### config.mk
export PLATFORM = sky130hd
export DESIGN_NAME = disp_scan
export DESIGN_NICKNAME = d
export VERILOG_FILES = /design/src/rtl/disp_scan.sv
export SDC_FILE = /design/constraint.sdc
export NUM_CORES = 1
export LEC_CHECK = 0
export CAP_MARGIN = 25
export CORE_ASPECT_RATIO = 2
export CORE_MARGIN = 10
export CORE_UTILIZATION = 45
export DETAILED_ROUTE_END_ITERATION = 8
export GPL_ROUTABILITY_DRIVEN = 0
export HOLD_SLACK_MARGIN = 0.05
export PLACE_DENSITY = 0.67
export SYNTH_ARGS = -nofsm -noshare
export SYNTH_HDL_FRONTEND = slang
export SYNTH_SLANG_ARGS = --single-unit
export TNS_END_PERCENT = 100
### constraint.sdc
create_clock -name clk -period 3.9 [get_ports clk]
set_input_delay 0.975 -clock clk [delete_from_list [all_inputs] [get_ports clk]]
set_output_delay 0.975 -clock clk [all_outputs]
set_load 0.1 [all_outputs]
### src/rtl/disp_scan.sv
// Raster scanner: reads a 1-bit display memory in address order and streams (row, col, pixel) with valid/ready.
// Two-cycle read-to-valid latency; reads are throttled so the 2-entry buffer never overflows under sink stalls.
module disp_scan #(
    parameter int ADDR_W = 10,
    parameter int COL_W  = 5
) (
    input  logic                    clk,
    input  logic                    reset,
    input  logic                    start,
    output logic                    busy,
    output logic [ADDR_W-1:0]       mem_addr,
    output logic                    mem_wr,
    input  logic                    mem_d,
    output logic                    pix_valid,
    input  logic                    pix_ready,
    output logic                    pix_data,
    output logic [ADDR_W-COL_W-1:0] pix_row,
    output logic [COL_W-1:0]        pix_col,
    output logic                    frame_done
);

    localparam logic [ADDR_W-1:0] LAST = '1;

    typedef enum logic [1:0] {IDLE, SCAN, DRAIN} state_t;

    state_t            state, state_nx;
    logic [ADDR_W-1:0] rd_addr;
    logic              fly;
    logic [ADDR_W-1:0] fly_addr;
    logic              ent_d [2];
    logic [ADDR_W-1:0] ent_a [2];
    logic              rd_ptr, wr_ptr;
    logic [1:0]        count;
    logic [1:0]        occ;
    logic              issue, push, pop, frame_end;
    logic [ADDR_W-1:0] head_addr;

    assign head_addr = ent_a[rd_ptr];
    assign pix_valid = (count != 2'd0);
    assign pix_data  = ent_d[rd_ptr];
    assign pix_row   = head_addr[ADDR_W-1:COL_W];
    assign pix_col   = head_addr[COL_W-1:0];
    assign mem_addr  = rd_addr;
    assign mem_wr    = 1'b0;
    assign busy      = (state != IDLE);
    assign pop       = pix_valid && pix_ready;
    assign push      = fly;

    // Occupancy after this cycle's pop plus the read still in flight; keeps 1 pixel/cycle when the sink is ready.
    assign occ   = count - 2'(pop) + 2'(fly);
    assign issue = (state == SCAN) && (occ < 2'd2);

    always_comb begin
        state_nx  = state;
        frame_end = 1'b0;
        case (state)
            IDLE:  if (start) state_nx = SCAN;
            SCAN:  if (issue && rd_addr == LAST) state_nx = DRAIN;
            DRAIN: if (pop && head_addr == LAST) begin
                state_nx  = IDLE;
                frame_end = 1'b1;
            end
            default: state_nx = IDLE;
        endcase
    end

    always_ff @(posedge clk) begin
        if (reset) begin
            state      <= IDLE;
            rd_addr    <= '0;
            fly        <= 1'b0;
            fly_addr   <= '0;
            rd_ptr     <= 1'b0;
            wr_ptr     <= 1'b0;
            count      <= 2'd0;
            frame_done <= 1'b0;
            for (int i = 0; i < 2; i++) begin
                ent_d[i] <= 1'b0;
                ent_a[i] <= '0;
            end
        end else begin
            state      <= state_nx;
            frame_done <= frame_end;
            fly        <= issue;
            if (issue)
                fly_addr <= rd_addr;
            // Counter parks on the last address until the frame ends, then returns to 0.
            if (state_nx == IDLE)
                rd_addr <= '0;
            else if (issue && rd_addr != LAST)
                rd_addr <= rd_addr + ADDR_W'(1);
            if (push) begin
                ent_d[wr_ptr] <= mem_d;
                ent_a[wr_ptr] <= fly_addr;
                wr_ptr        <= ~wr_ptr;
            end
            if (pop)
                rd_ptr <= ~rd_ptr;
            case ({push, pop})
                2'b10:   count <= count + 2'd1;
                2'b01:   count <= count - 2'd1;
                default: count <= count;
            endcase
        end
    end

endmodule

==> results of run 1 <==
[stage by stage]
stage	hold slack (ps)	total power, mW	area (um^2)
after floorplan	440	0.716	2310
after global placement	452	0.745	2600
after detailed placement	458	0.746	2600
after CTS	471	1.03	2680
after global routing	489	1.06	2680
final	468	1.02	2680
[where the power goes]
part | internal [mW] | leakage, nW | switching (mW)
logic | 0.0355 | 0.438 | 0.115
clock network | 0.126 | 0.0412 | 0.163
registers | 0.570 | 0.466 | 0.0114
[kinds of logic after synthesis]
logic type,Yosys count,synth area share [%]
AND/OR/NAND/NOR,106,25.6
flip-flops,51,53.8
AO/OA/AOI/OAI,40,10.3
buffers and inverters,13,2.55
multiplexers,12,5.91
XOR/XNOR,3,1.14
adder cells (fa/ha/maj),1,0.542
other,1,0.162
[layout by cell type (no fill, tap or decap), types with 8 or more instances in the layout]
cell | synthesis | routed
nand3_1 | 8 | 8
a21oi_1 | 24 | 24
nor2_1 | 12 | 12
edfxtp_1 | 22 | 22
and2_1 | 23 | 23
clkdlybuf4s50_1 | 0 | 14
buf_4 | 1 | 17
dfxtp_1 | 29 | 29
nand2_1 | 28 | 28
mux2_2 | 9 | 9
[cell type report]
cell class | count | share of cell area, %
inverter | 2 | 0.280
multi-input combinational | 163 | 37.6
clock buffer | 6 | 2.71
clock inverter | 2 | 0.467
sequential | 51 | 46.3
timing repair buffer | 31 | 9.99
tap | 57 | 2.66
[registers in the layout (all words and copies together) (netlist names), named ones only]
register and count:
fly_addr 10, frame_done 1, ent_a 20, ent_d 2, state 2, count 2
fly 1, wr_ptr 1, rd_ptr 1, mem_addr 10
[final timing paths]
| kind | endpoint | slack (ps) |
|---|---|---|
| setup / recovery | mem_addr[7] | 990 |
| hold / removal | fly_addr[6] | 470 |
| setup reg to reg | mem_addr[5] | 1970 |
| hold reg to reg | fly_addr[6] | 470 |
[per-layer routing]
layer | global-route usage, % | up-vias | wire length, um
met4 | 4.99 | 0 | 72
met3 | 3.03 | 6 | 204
met5 | 0 | - | 0
met2 | 20.5 | 30 | 2500
li1 | - | 853 | -
met1 | 9.65 | 767 | 1650
==> metrics.txt, run 1 <==
critical path class register to primary output; clock network latency to the later pin of the worst-skew pair roughly 300 ps; Buf/Inv on CP 1; H-Tree Depth 2; Min-Delay Path Class register to register; share of the synthesized area in the top cell type between 20 and 30%; Final Instance Count excl. Fillers around 310; Worst path slowest cell clkdlybuf4s50_1; total wire length roughly 4.4 mm; post-layout minimum cycle time between 2000 and 3000 ps; critical path endpoint category primary output; P per Cell Area about 380 nW/um^2; crit path cell chain clkdlybuf4s50_1; least setup slack across all paths after layout between 900 and 1000 ps; largest delay contributor family on the critical path buffers and inverters; total of warnings raised by yosys 0; number of DRC markers in iteration 0 25; total number of cells along the worst setup path 1; outcome complete, no violations; Clock Sinks slightly above 50; number of buffers created by CTS 5; width of the chip between 70 and 80 um; total number of placement rows 36; maximum clock path buffer count 2; Final period util 74.7%; fill count between 400 and 500; CP Data Required Time 2920 ps; FF+latch count, synth between 50 and 60; Post-synth ARST share 0%; final sum of negative setup slack 0 ps; count of unique library cells instantiated by Yosys 43; DRT antenna net count 0; transition at the pin with the smallest max-transition slack about 1000 ps; number of antenna repair diodes 0; launching element of the worst setup path mem_addr[7]; root buf cell clkbuf_8; Post-Syn Instances about 230; antenna violations before repair 0; cell depth of the worst hold path 2; number of flops mapped to enable cells by yosys 22; Starting Density 47.0%; sequential share of the synthesized area between 50 and 60%; wire length of the first global-routing pass 7.57 mm; fin nets 260; largest stage delay on the critical path between 1000 and 1500 ps; area of the mapped netlist approximately 2300 um^2; Vias about 1,700; dominant register cell in the synthesized netlist dfxtp_1; Resized Gates After CTS 0; register clock-pin slew on the reported worst setup and hold paths roughly 90 ps; synth cell count leaders 29 x dfxtp_1, 28 x nand2_1, 24 x a21oi_1; Hold Path Origin fly_addr[6]; post-DR wirelength/cell 14.2 um; maximum VDD drop roughly 0.27 mV; aggregate global-route resource usage between 10% and 20%; average cell area after synthesis about 10 um^2; largest net degree at the start of global routing 24; total gr overflow 0; total count of hold-check failures in the final report 0; max-slew headroom at the worst pin between 30% and 40%; average vias per placed instance approximately 5.3; dpl hpwl 3.37 mm; library cell with the largest summed area after synthesis edfxtp_1; Reg-to-Reg Start fly; fraction of final layout cells sized beyond drive strength 1 17.3%; I/O pin count 30; number of global-route vias before repair between 1,500 and 2,000; CTS tree yes; reg2reg path depth 5; crit-path max FO 8; Layout Area Growth over Synthesis 16.2%; biggest area contributors in the synthesized netlist edfxtp_1 29%, dfxtp_1 25%, and2_1 6.2%, a21oi_1 5.2%, nand2_1 4.6%; most frequent cell after synthesis dfxtp_1; footprint of the multi-input gates about 1000 um^2; leak pwr ~0.95 nW; sequential cell area ~1200 um^2; vertical die dimension around 120 um; total nets after synthesis 233; setup repair bufs after CTS 0; unrepaired setup endpoints after global routing false; Final Skew 7.25 ps; max frequency 0.343 GHz; Core Region between 4000 and 5000 um^2; max capacitance violation total 0; max-slew violation count 0; final setup violation count 0; hold buffer count at cts 0; Pre-Repair DR Iteration Count 4; nature of the critical path startpoint register; worst setup slack before clock tree synthesis between 900 and 1000 ps; count of unresolved DRC violations after routing 0; Arrival @ worst endpoint ~1900 ps; area enclosed by the die boundary around 8600 um^2; end-of-flow core utilization a little over half; number of buffers inserted by port buffering 28; post-placement cell count 304
(Power assumes the default switching activity.)
==> run 2: changes to the inputs <==
Settings changed: PLACE_DENSITY 0.67 to 0.7.
Clock period 3.9 ns to 2.48 ns, I/O delays scaled along.
==> metrics.txt, run 2 (synthesis gave the netlist of run 1 again) <==
outcome complete, no violations; total wire length approximately 4.4 mm; Starting Density 47.0%; Final Skew around 3 ps; hold buffer count at cts 0; post-placement cell count 309; P per Cell Area 579 nW/um^2; vertical die dimension between 100 and 150 um; commonest cells after routing, fill and taps aside 29 x dfxtp_1, 28 x nand2_1, 24 x a21oi_1; I/O pin count 30; number of buffers inserted by port buffering 28; largest net degree at the start of global routing 16; CTS tree yes; total number of placement rows 36; root buf cell clkbuf_8; fraction of power consumed by sequential logic between 50% and 60%; register with the highest flop count ent_a; Final period util around nine tenths; Hold Path Origin fly_addr[6]; most common cell after layout, fill and taps aside dfxtp_1; post-DR wirelength/cell around 14 um; footprint of the multi-input gates 1010 um^2; area enclosed by the die boundary around 8600 um^2; fin nets 265; DRT antenna net count 0; antenna violations before repair 0; fill count between 400 and 500; register clock-pin slew on the reported worst setup and hold paths ~80 ps; critical path class register to primary output; transition at the pin with the smallest max-transition slack slightly above 900 ps; maximum clock path buffer count 2; number of buffers created by CTS 5; Resized Gates After CTS 0; leak pwr 1.04 nW; wire length of the first global-routing pass just over 7 mm; Vias 1,671; setup repair bufs after CTS 0; P_int roughly 1.2 mW; crit-path max FO 15; clock network latency to the later pin of the worst-skew pair 290 ps; max-slew headroom at the worst pin a little under 40%; count of unresolved DRC violations after routing 0; Final Instance Count excl. Fillers 317; max capacitance violation total 0; unrepaired setup endpoints after global routing false; width of the chip between 70 and 80 um; Switching Share between 20 and 30%; number of flip-flops under the largest register name 20; number of global-route vias before repair 1,598; Min-Delay Path Class register to register; end-of-flow core utilization just under 60%; post-layout minimum cycle time approximately 2200 ps; logic gate share of total power roughly 18%; Arrival @ worst endpoint between 1500 and 2000 ps; final sum of negative setup slack 0 ps; max-slew violation count 0; total count of hold-check failures in the final report 0; Core Region 4910 um^2; average vias per placed instance 5.27; Pre-Repair DR Iteration Count 4; number of antenna repair diodes 0; fraction of final layout cells sized beyond drive strength 1 between 20% and 30%; aggregate global-route resource usage between 10% and 20%; dpl hpwl about 3.5 mm; final setup violation count 0; critical path endpoint category primary output; net switching power of the design about 0.46 mW; number of DRC markers in iteration 0 66; total gr overflow 0; maximum VDD drop about 0.48 mV; nature of the critical path startpoint register; Layout Area Growth over Synthesis 23.7%; H-Tree Depth 2; CP Data Required Time about 1900 ps; max frequency 0.456 GHz; sequential cell area approximately 1200 um^2; Clk pwr share a little over a quarter; Clock Sinks 51
## run 2: changes by cell type in the layout (fill, tap and decap cells not counted), sizes merged
cell	delta
buf	+15
clkdlybuf4s50	-10
clkinv	-1
clkinvlp	+1
## run 2: power by group through the flow
stage / clock network, mW / registers (mW) / logic (mW)
after detailed placement: 0 / 0.934 / 0.293
after global routing: 0.489 / 0.919 / 0.301
after global placement: 0 / 0.934 / 0.292
final: 0.447 / 0.915 / 0.290
after CTS: 0.463 / 0.915 / 0.293
after floorplan: 0 / 0.937 / 0.188
## run 2: worst paths after layout
kind,endpoint,slack (ps),cells past startpoint
worst max-delay path,pix_col[1],290,2
worst max register to register,mem_addr[8],670,6
worst min register to register,fly_addr[6],460,2
worst min-delay path,fly_addr[6],460,2
## run 2: routing by layer
metal	vias to the layer above	global-route usage (%)	part of all wire (%)
li1	864	-	-
met1	768	8.46	35
met2	31	20.3	59
met3	8	2.21	3.5
met4	0	6.20	3.0
met5	-	0	0
## run 2: metrics by stage
stage	instance area, um^2	setup WS [ps]	power [mW]	hold WS (ps)
after CTS	2860	274	1.67	465
final	2860	289	1.65	464
after floorplan	2310	177	1.13	440
after detailed placement	2770	23.3	1.23	453
after global placement	2770	38.6	1.23	447
after global routing	2860	213	1.71	494
## run 2: area by class of cell
cell class | count | share of cell area, %
sequential | 51 | 43.5
multi-input combinational | 163 | 35.3
timing repair buffer | 36 | 15.5
clock buffer | 6 | 2.54
tap | 57 | 2.50
clock inverter | 2 | 0.438
inverter | 2 | 0.263
## run 2: critical path: stages (launching register included)
cell,delay [ps]
dfxtp_1,670
mux2_2,430
buf_12,170
